===== src/rtl/shift_sched.sv =====
// shift_sched: two-requester arbiter feeding one shared 5-stage log shifter.
// Ports: clock/reset_n (async low); req0_*/req1_* valid/ready/data/shamt/op;
// rsp_valid/rsp_ready/rsp_data/rsp_id result; busy, op_count status.
// Build option: define SHIFT_SCHED_RR_EN for round-robin arbitration,
// otherwise requester 0 always has priority.
module shift_sched (
  input  logic        clock,
  input  logic        reset_n,
  input  logic        req0_valid,
  output logic        req0_ready,
  input  logic [31:0] req0_data,
  input  logic [4:0]  req0_shamt,
  input  logic        req0_op,
  input  logic        req1_valid,
  output logic        req1_ready,
  input  logic [31:0] req1_data,
  input  logic [4:0]  req1_shamt,
  input  logic        req1_op,
  output logic        rsp_valid,
  input  logic        rsp_ready,
  output logic [31:0] rsp_data,
  output logic        rsp_id,
  output logic        busy,
  output logic [15:0] op_count
);

  typedef enum logic [1:0] {
    IDLE  = 2'd0,
    SHIFT = 2'd1,
    RESP  = 2'd2
  } state_t;

  state_t      state_q, state_d;
  logic [31:0] opd_q, opd_d;
  logic [4:0]  shamt_q, shamt_d;
  logic        op_q, op_d;
  logic        id_q, id_d;
  logic [31:0] rsp_data_q, rsp_data_d;
  logic        rsp_valid_q, rsp_valid_d;
  logic        busy_q, busy_d;
  logic [15:0] op_count_q, op_count_d;
  logic        gnt_id;
  logic        accept;
  logic [31:0] shf;
`ifdef SHIFT_SCHED_RR_EN
  logic        ptr_q, ptr_d;
`endif

  // gnt_id names the requester that wins if anyone is valid
  always_comb begin
`ifdef SHIFT_SCHED_RR_EN
    gnt_id = (req0_valid && req1_valid) ? ptr_q : !req0_valid;
`else
    gnt_id = !req0_valid;
`endif
  end

  assign req0_ready = reset_n && (state_q == IDLE)
                      && req0_valid && !gnt_id;
  assign req1_ready = reset_n && (state_q == IDLE)
                      && req1_valid && gnt_id;
  assign accept     = req0_ready || req1_ready;

  // Log shifter: stage i shifts by 2**i when shamt bit i is set
  always_comb begin
    shf = opd_q;
    for (int i = 0; i < 5; i++) begin
      if (shamt_q[i]) begin
        if (op_q) shf = $unsigned($signed(shf) >>> (1 << i));
        else      shf = shf << (1 << i);
      end
    end
  end

  always_comb begin
    state_d     = state_q;
    opd_d       = opd_q;
    shamt_d     = shamt_q;
    op_d        = op_q;
    id_d        = id_q;
    rsp_data_d  = rsp_data_q;
    rsp_valid_d = rsp_valid_q;
    busy_d      = busy_q;
    op_count_d  = op_count_q;
`ifdef SHIFT_SCHED_RR_EN
    ptr_d       = ptr_q;
`endif
    unique case (state_q)
      IDLE: begin
        if (accept) begin
          opd_d   = gnt_id ? req1_data  : req0_data;
          shamt_d = gnt_id ? req1_shamt : req0_shamt;
          op_d    = gnt_id ? req1_op    : req0_op;
          id_d    = gnt_id;
          state_d = SHIFT;
          busy_d  = 1'b1;
`ifdef SHIFT_SCHED_RR_EN
          ptr_d   = !gnt_id;
`endif
        end
      end
      SHIFT: begin
        rsp_data_d  = shf;
        rsp_valid_d = 1'b1;
        state_d     = RESP;
      end
      RESP: begin
        if (rsp_ready) begin
          rsp_valid_d = 1'b0;
          busy_d      = 1'b0;
          op_count_d  = op_count_q + 16'd1;
          state_d     = IDLE;
        end
      end
      default: begin
        rsp_valid_d = 1'b0;
        busy_d      = 1'b0;
        state_d     = IDLE;
      end
    endcase
  end

  always_ff @(posedge clock or negedge reset_n) begin
    if (!reset_n) begin
      state_q     <= IDLE;
      opd_q       <= '0;
      shamt_q     <= '0;
      op_q        <= 1'b0;
      id_q        <= 1'b0;
      rsp_data_q  <= '0;
      rsp_valid_q <= 1'b0;
      busy_q      <= 1'b0;
      op_count_q  <= '0;
`ifdef SHIFT_SCHED_RR_EN
      ptr_q       <= 1'b0;
`endif
    end else begin
      state_q     <= state_d;
      opd_q       <= opd_d;
      shamt_q     <= shamt_d;
      op_q        <= op_d;
      id_q        <= id_d;
      rsp_data_q  <= rsp_data_d;
      rsp_valid_q <= rsp_valid_d;
      busy_q      <= busy_d;
      op_count_q  <= op_count_d;
`ifdef SHIFT_SCHED_RR_EN
      ptr_q       <= ptr_d;
`endif
    end
  end

  assign rsp_valid = rsp_valid_q;
  assign rsp_data  = rsp_data_q;
  assign rsp_id    = id_q;
  assign busy      = busy_q;
  assign op_count  = op_count_q;

endmodule

===== config.mk =====
export PLATFORM = sky130hd
export DESIGN_NAME = shift_sched
export DESIGN_NICKNAME = d
export VERILOG_FILES = /design/src/rtl/shift_sched.sv
export SDC_FILE = /design/constraint.sdc
export NUM_CORES = 1
export LEC_CHECK = 0
export ABC_AREA = 1
export CAP_MARGIN = 25
export CORE_MARGIN = 2
export CORE_UTILIZATION = 30
export DETAILED_ROUTE_END_ITERATION = 8
export PLACE_DENSITY = 0.54
export SYNTH_ARGS = -nofsm -noshare
export SYNTH_HDL_FRONTEND = slang
export SYNTH_SLANG_ARGS = --single-unit

===== constraint.sdc =====
create_clock -name clock -period 1.6 [get_ports clock]
set_input_delay 0.24 -clock clock [delete_from_list [all_inputs] [get_ports clock]]
set_output_delay 0.24 -clock clock [all_outputs]
set_load 0.01 [all_outputs]

==> run summary <==
The final critical path time including I/O delays and setup is 1.88 ns. The number of warning messages in the yosys log came out at 0. The count of maximum capacitance violations came out at 0. The area of the core region is between 0.02 and 0.025 sq mm. The sequential cell area fraction in the yosys report came out at 0.324. The via count of the first global-routing pass came out at 7,084. Before antenna repair, the detailed router went through 5 iterations. The worst hold slack is -0.0611 ns. The worst-case register-to-register setup slack is -0.28 ns. The layout cell share with drive strength beyond 1 is 0.210. Between clock sinks in the finished design, the worst skew comes to roughly 0.0091 ns. The arrival time reported for the critical path endpoint came out at 2.13 ns. The largest driver fanout on the critical path came out at 25. In this run the worst hold path is classified as input port to asynchronous set/reset pin. Of the total synthesized cell area, the portion taken by full adders, half adders and majority gates is 0.00178. The hold violation count in the final report came out at 14. The ratio of routed vias to standard cells is 4.75. In the global route stage, overall resource usage came out at 0.182.

The leftover overflow at the end of global routing is 0. After technology mapping, the gate count stands at 1,088. The via total after detailed routing is 7,418. By area, the combinational part of the netlist is dominated by simple AND/OR/NAND/NOR gates.

The worst register-to-register path has a depth of 12. The placed standard-cell area came out at around 0.0090 sq mm. The launch point of the critical path is op_q. The largest net degree at the start of global routing is slightly above 90. The final weighted congestion of routability-driven global placement is 0.876. The root buffer selected by CTS is clkbuf_16. From bottom edge to top edge, the die measures 157 um. The leading cell type in the layout, fill and taps excluded is nand2_1. The max-slew violation count is 0. The power per unit of standard cell area is 2140 mW/mm^2. The flip-flop and latch count after synthesis came out at slightly above 90. The number of clock buffers added by TritonCTS is 9. The die width came out at 157 um.

TritonCTS built the clock tree. The startpoint identified for the worst register-to-register timing path is op_q. The deepest level of the CTS H-tree came out at 3. The count of input and output buffers is 133. For this run, the share of the core covered by cells in the final layout is 0.430. STA classifies the critical path startpoint as a flop. Setup violations remaining at the end of the flow were counted as 32. Of the total synthesized cell area, the portion taken by XOR and XNOR cells is 0.0175. Of the available clock period, the critical path in the final layout requires 1.17.

Setup slack on the critical path of the routed design comes to -0.276 ns. The latest clock arrival within the worst-skew pair is 0.36 ns. The mux contribution to synthesized area came out at 0. 0 antenna diodes ended up in the layout. The endpoint identified for the worst register-to-register timing path is rsp_data[18].

The unique cell type count in the Yosys netlist came out at 30. The post-detailed-route wirelength per cell is 14.0 um. For this run, design rule violations remaining after detail routing come to 0. The actual slew at the worst max-slew pin came out at a little under 0.6 ns. The initial standard-cell utilization of the core came out at 0.308. The area growth from synthesis to layout is 39.8%. The number of filler cells placed in the layout came out at approximately 2,400. The combined area of all synthesized cells is 0.00703 sq mm. The mean cell area of the mapped netlist is 6.46 sq um.

The HPWL after detailed placement is 15.7 mm. The longest clock path from root to sink contains 2 buffers. Leaving out fill and tap cells, the most frequent cells in the layout are nand2_1, clkdlybuf4s50_1, nand3_1, dfrtp_1, nand3_2.

IR analysis of the VDD net gives a maximum drop of 0.000829 V. The critical path data required time is 1.85 ns. The checks that failed: negative hold slack, negative setup slack. Measured against its own limit, the worst slew margin works out to 0.613. The aggregate routed wire length came out at 21.9 mm. Setup repair after global routing could not meet its margin everywhere. The simple-gate share of the synthesized area came out at 0.463. After floorplanning, the core was divided into 55 placement rows. For this design the static power due to leakage is 0.00501 uW. The count of hold buffers inserted by post-cts repair came out at 0. The number of violations reported at the end of detailed-routing iteration 0 is 566.

The count of pins on the block boundary came out at 134. The residual antenna-violating net count after detailed routing came out at 0. STA classifies the critical path endpoint as a flop. The most critical setup path has its endpoint at rsp_data[18]. The die area is around 0.025 sq mm. For this run, the top clock speed supported by timing is 533 MHz. The flow ran to the end, but the final reports show violations.

The final sum of negative setup slack came out at -6.38 ns. The total clock sinks came out at 91. The synthesized netlist net count came out at 1,170.

The first global-routing pass estimated 36.1 mm of wire. The initial antenna violation count is 0. The clock slew at the register clock pins of the worst setup and hold paths came out at 0.07 ns.

The critical path is of the flop to flop type. The net total in the final layout came out at 1,325. After routing the design area is 0.00982 sq mm. The complex-gate fraction of the synthesized area is 0.0940.
[per-layer routing]
| metal | share of wire | track usage | vias to the layer above |
|---|---|---|---|
| met3 | 0.042 | 0.0275 | 29 |
| met2 | 0.48 | 0.311 | 170 |
| met4 | 0.016 | 0.0468 | 0 |
| met5 | 0 | 0 | - |
| li1 | - | - | 3780 |
| met1 | 0.46 | 0.241 | 3439 |
[cell families (layout without fill, tap and decap cells)]
kind of cell,Yosys count,after routing
xor+xnor,14,14
simple gates,711,711
compound gates,124,124
buf+inv,147,307
flops,91,91
fa+ha+maj,1,1
[synthesized netlist by cell type (all sizes together)]
cell / instances / area (sq um)
buf: 46 / 314
o21ai: 80 / 400
clkinv: 2 / 7.51
a21oi: 30 / 150
clkbuf: 20 / 75.1
ha: 1 / 12.5
xnor2: 6 / 52.6
o31ai: 1 / 7.51
nand4: 4 / 25.0
o211ai: 13 / 103
nor3b: 1 / 7.51
inv: 79 / 302
nand2: 464 / 1740
nor3: 1 / 5.00
xor2: 8 / 70.1
nor2: 49 / 204
nand3: 186 / 1230
or2: 6 / 37.5
dfrtp: 91 / 2280
[final cells by class]
class                           instances  area, sq um  share of cell area
Timing Repair Buffer                  210         2100               0.213
Clock buffer                            9          225              0.0229
Multi-Input combinational cell        850         4410               0.449
Clock inverter                          7         92.6             0.00943
Inverter                               81          322              0.0327
Tap cell                              313          392              0.0399
Sequential cell                        91         2280               0.232
[stage by stage]
step / cells / setup WS [ns] / total power, uW / hold WS, ns
5_1_grt: 1561 / -0.442 / 23000 / 0.0445
2_1_floorplan: 1088 / 0.0265 / 12800 / -0.0556
3_3_place_gp: 1532 / -0.359 / 17400 / 0.413
6_report: 1561 / -0.276 / 21000 / -0.0611
3_5_place_dp: 1532 / -0.384 / 17500 / 0.415
4_1_cts: 1560 / -0.254 / 20500 / 0.0315
[registers in the layout, indices dropped and copies added (netlist names)]
name / count
state_q: 2
opd_q: 32
op_q: 1
busy: 1
rsp_valid: 1
shamt_q: 5
op_count: 16
rsp_data: 32
rsp_id: 1
[worst max-delay path, stage by stage, from the launching register on]
cell and delay, ns:
dfrtp_2 0.48, buf_8 0.20, nand3_1 0.09, nand3_2 0.11, nand2_1 0.12, nand3_2 0.10, nand2_1 0.09, nand3_2 0.09
buf_4 0.14, nand2_1 0.04, nand3_1 0.11, a21oi_2 0.14, nor2_1 0.05
[report_power, final]
part           internal (uW)  total [uW]  leakage, uW  switching, uW
registers               3300        4230      0.00110            928
clock network           1250        2280     0.000155           1020
logic                   5730       14500      0.00375           8800
[worst min path at each step]
stage,start,endpoint,depth (start not counted)
global route,reset_n,rsp_data[14],2
finish,reset_n,rsp_data[22],2
floorplan,reset_n,busy,0
CTS,reset_n,rsp_data[22],2
detailed placement,reset_n,rsp_data[22],2
global placement,reset_n,rsp_data[14],2
[timing repair]
action	CTS	global route
setup buffers	12	0
cloned	0	1
setup endpoints to repair	53	81
resized for setup	71	61
pin swaps	20	14
No activity file was read; power rests on OpenSTA's default activity.
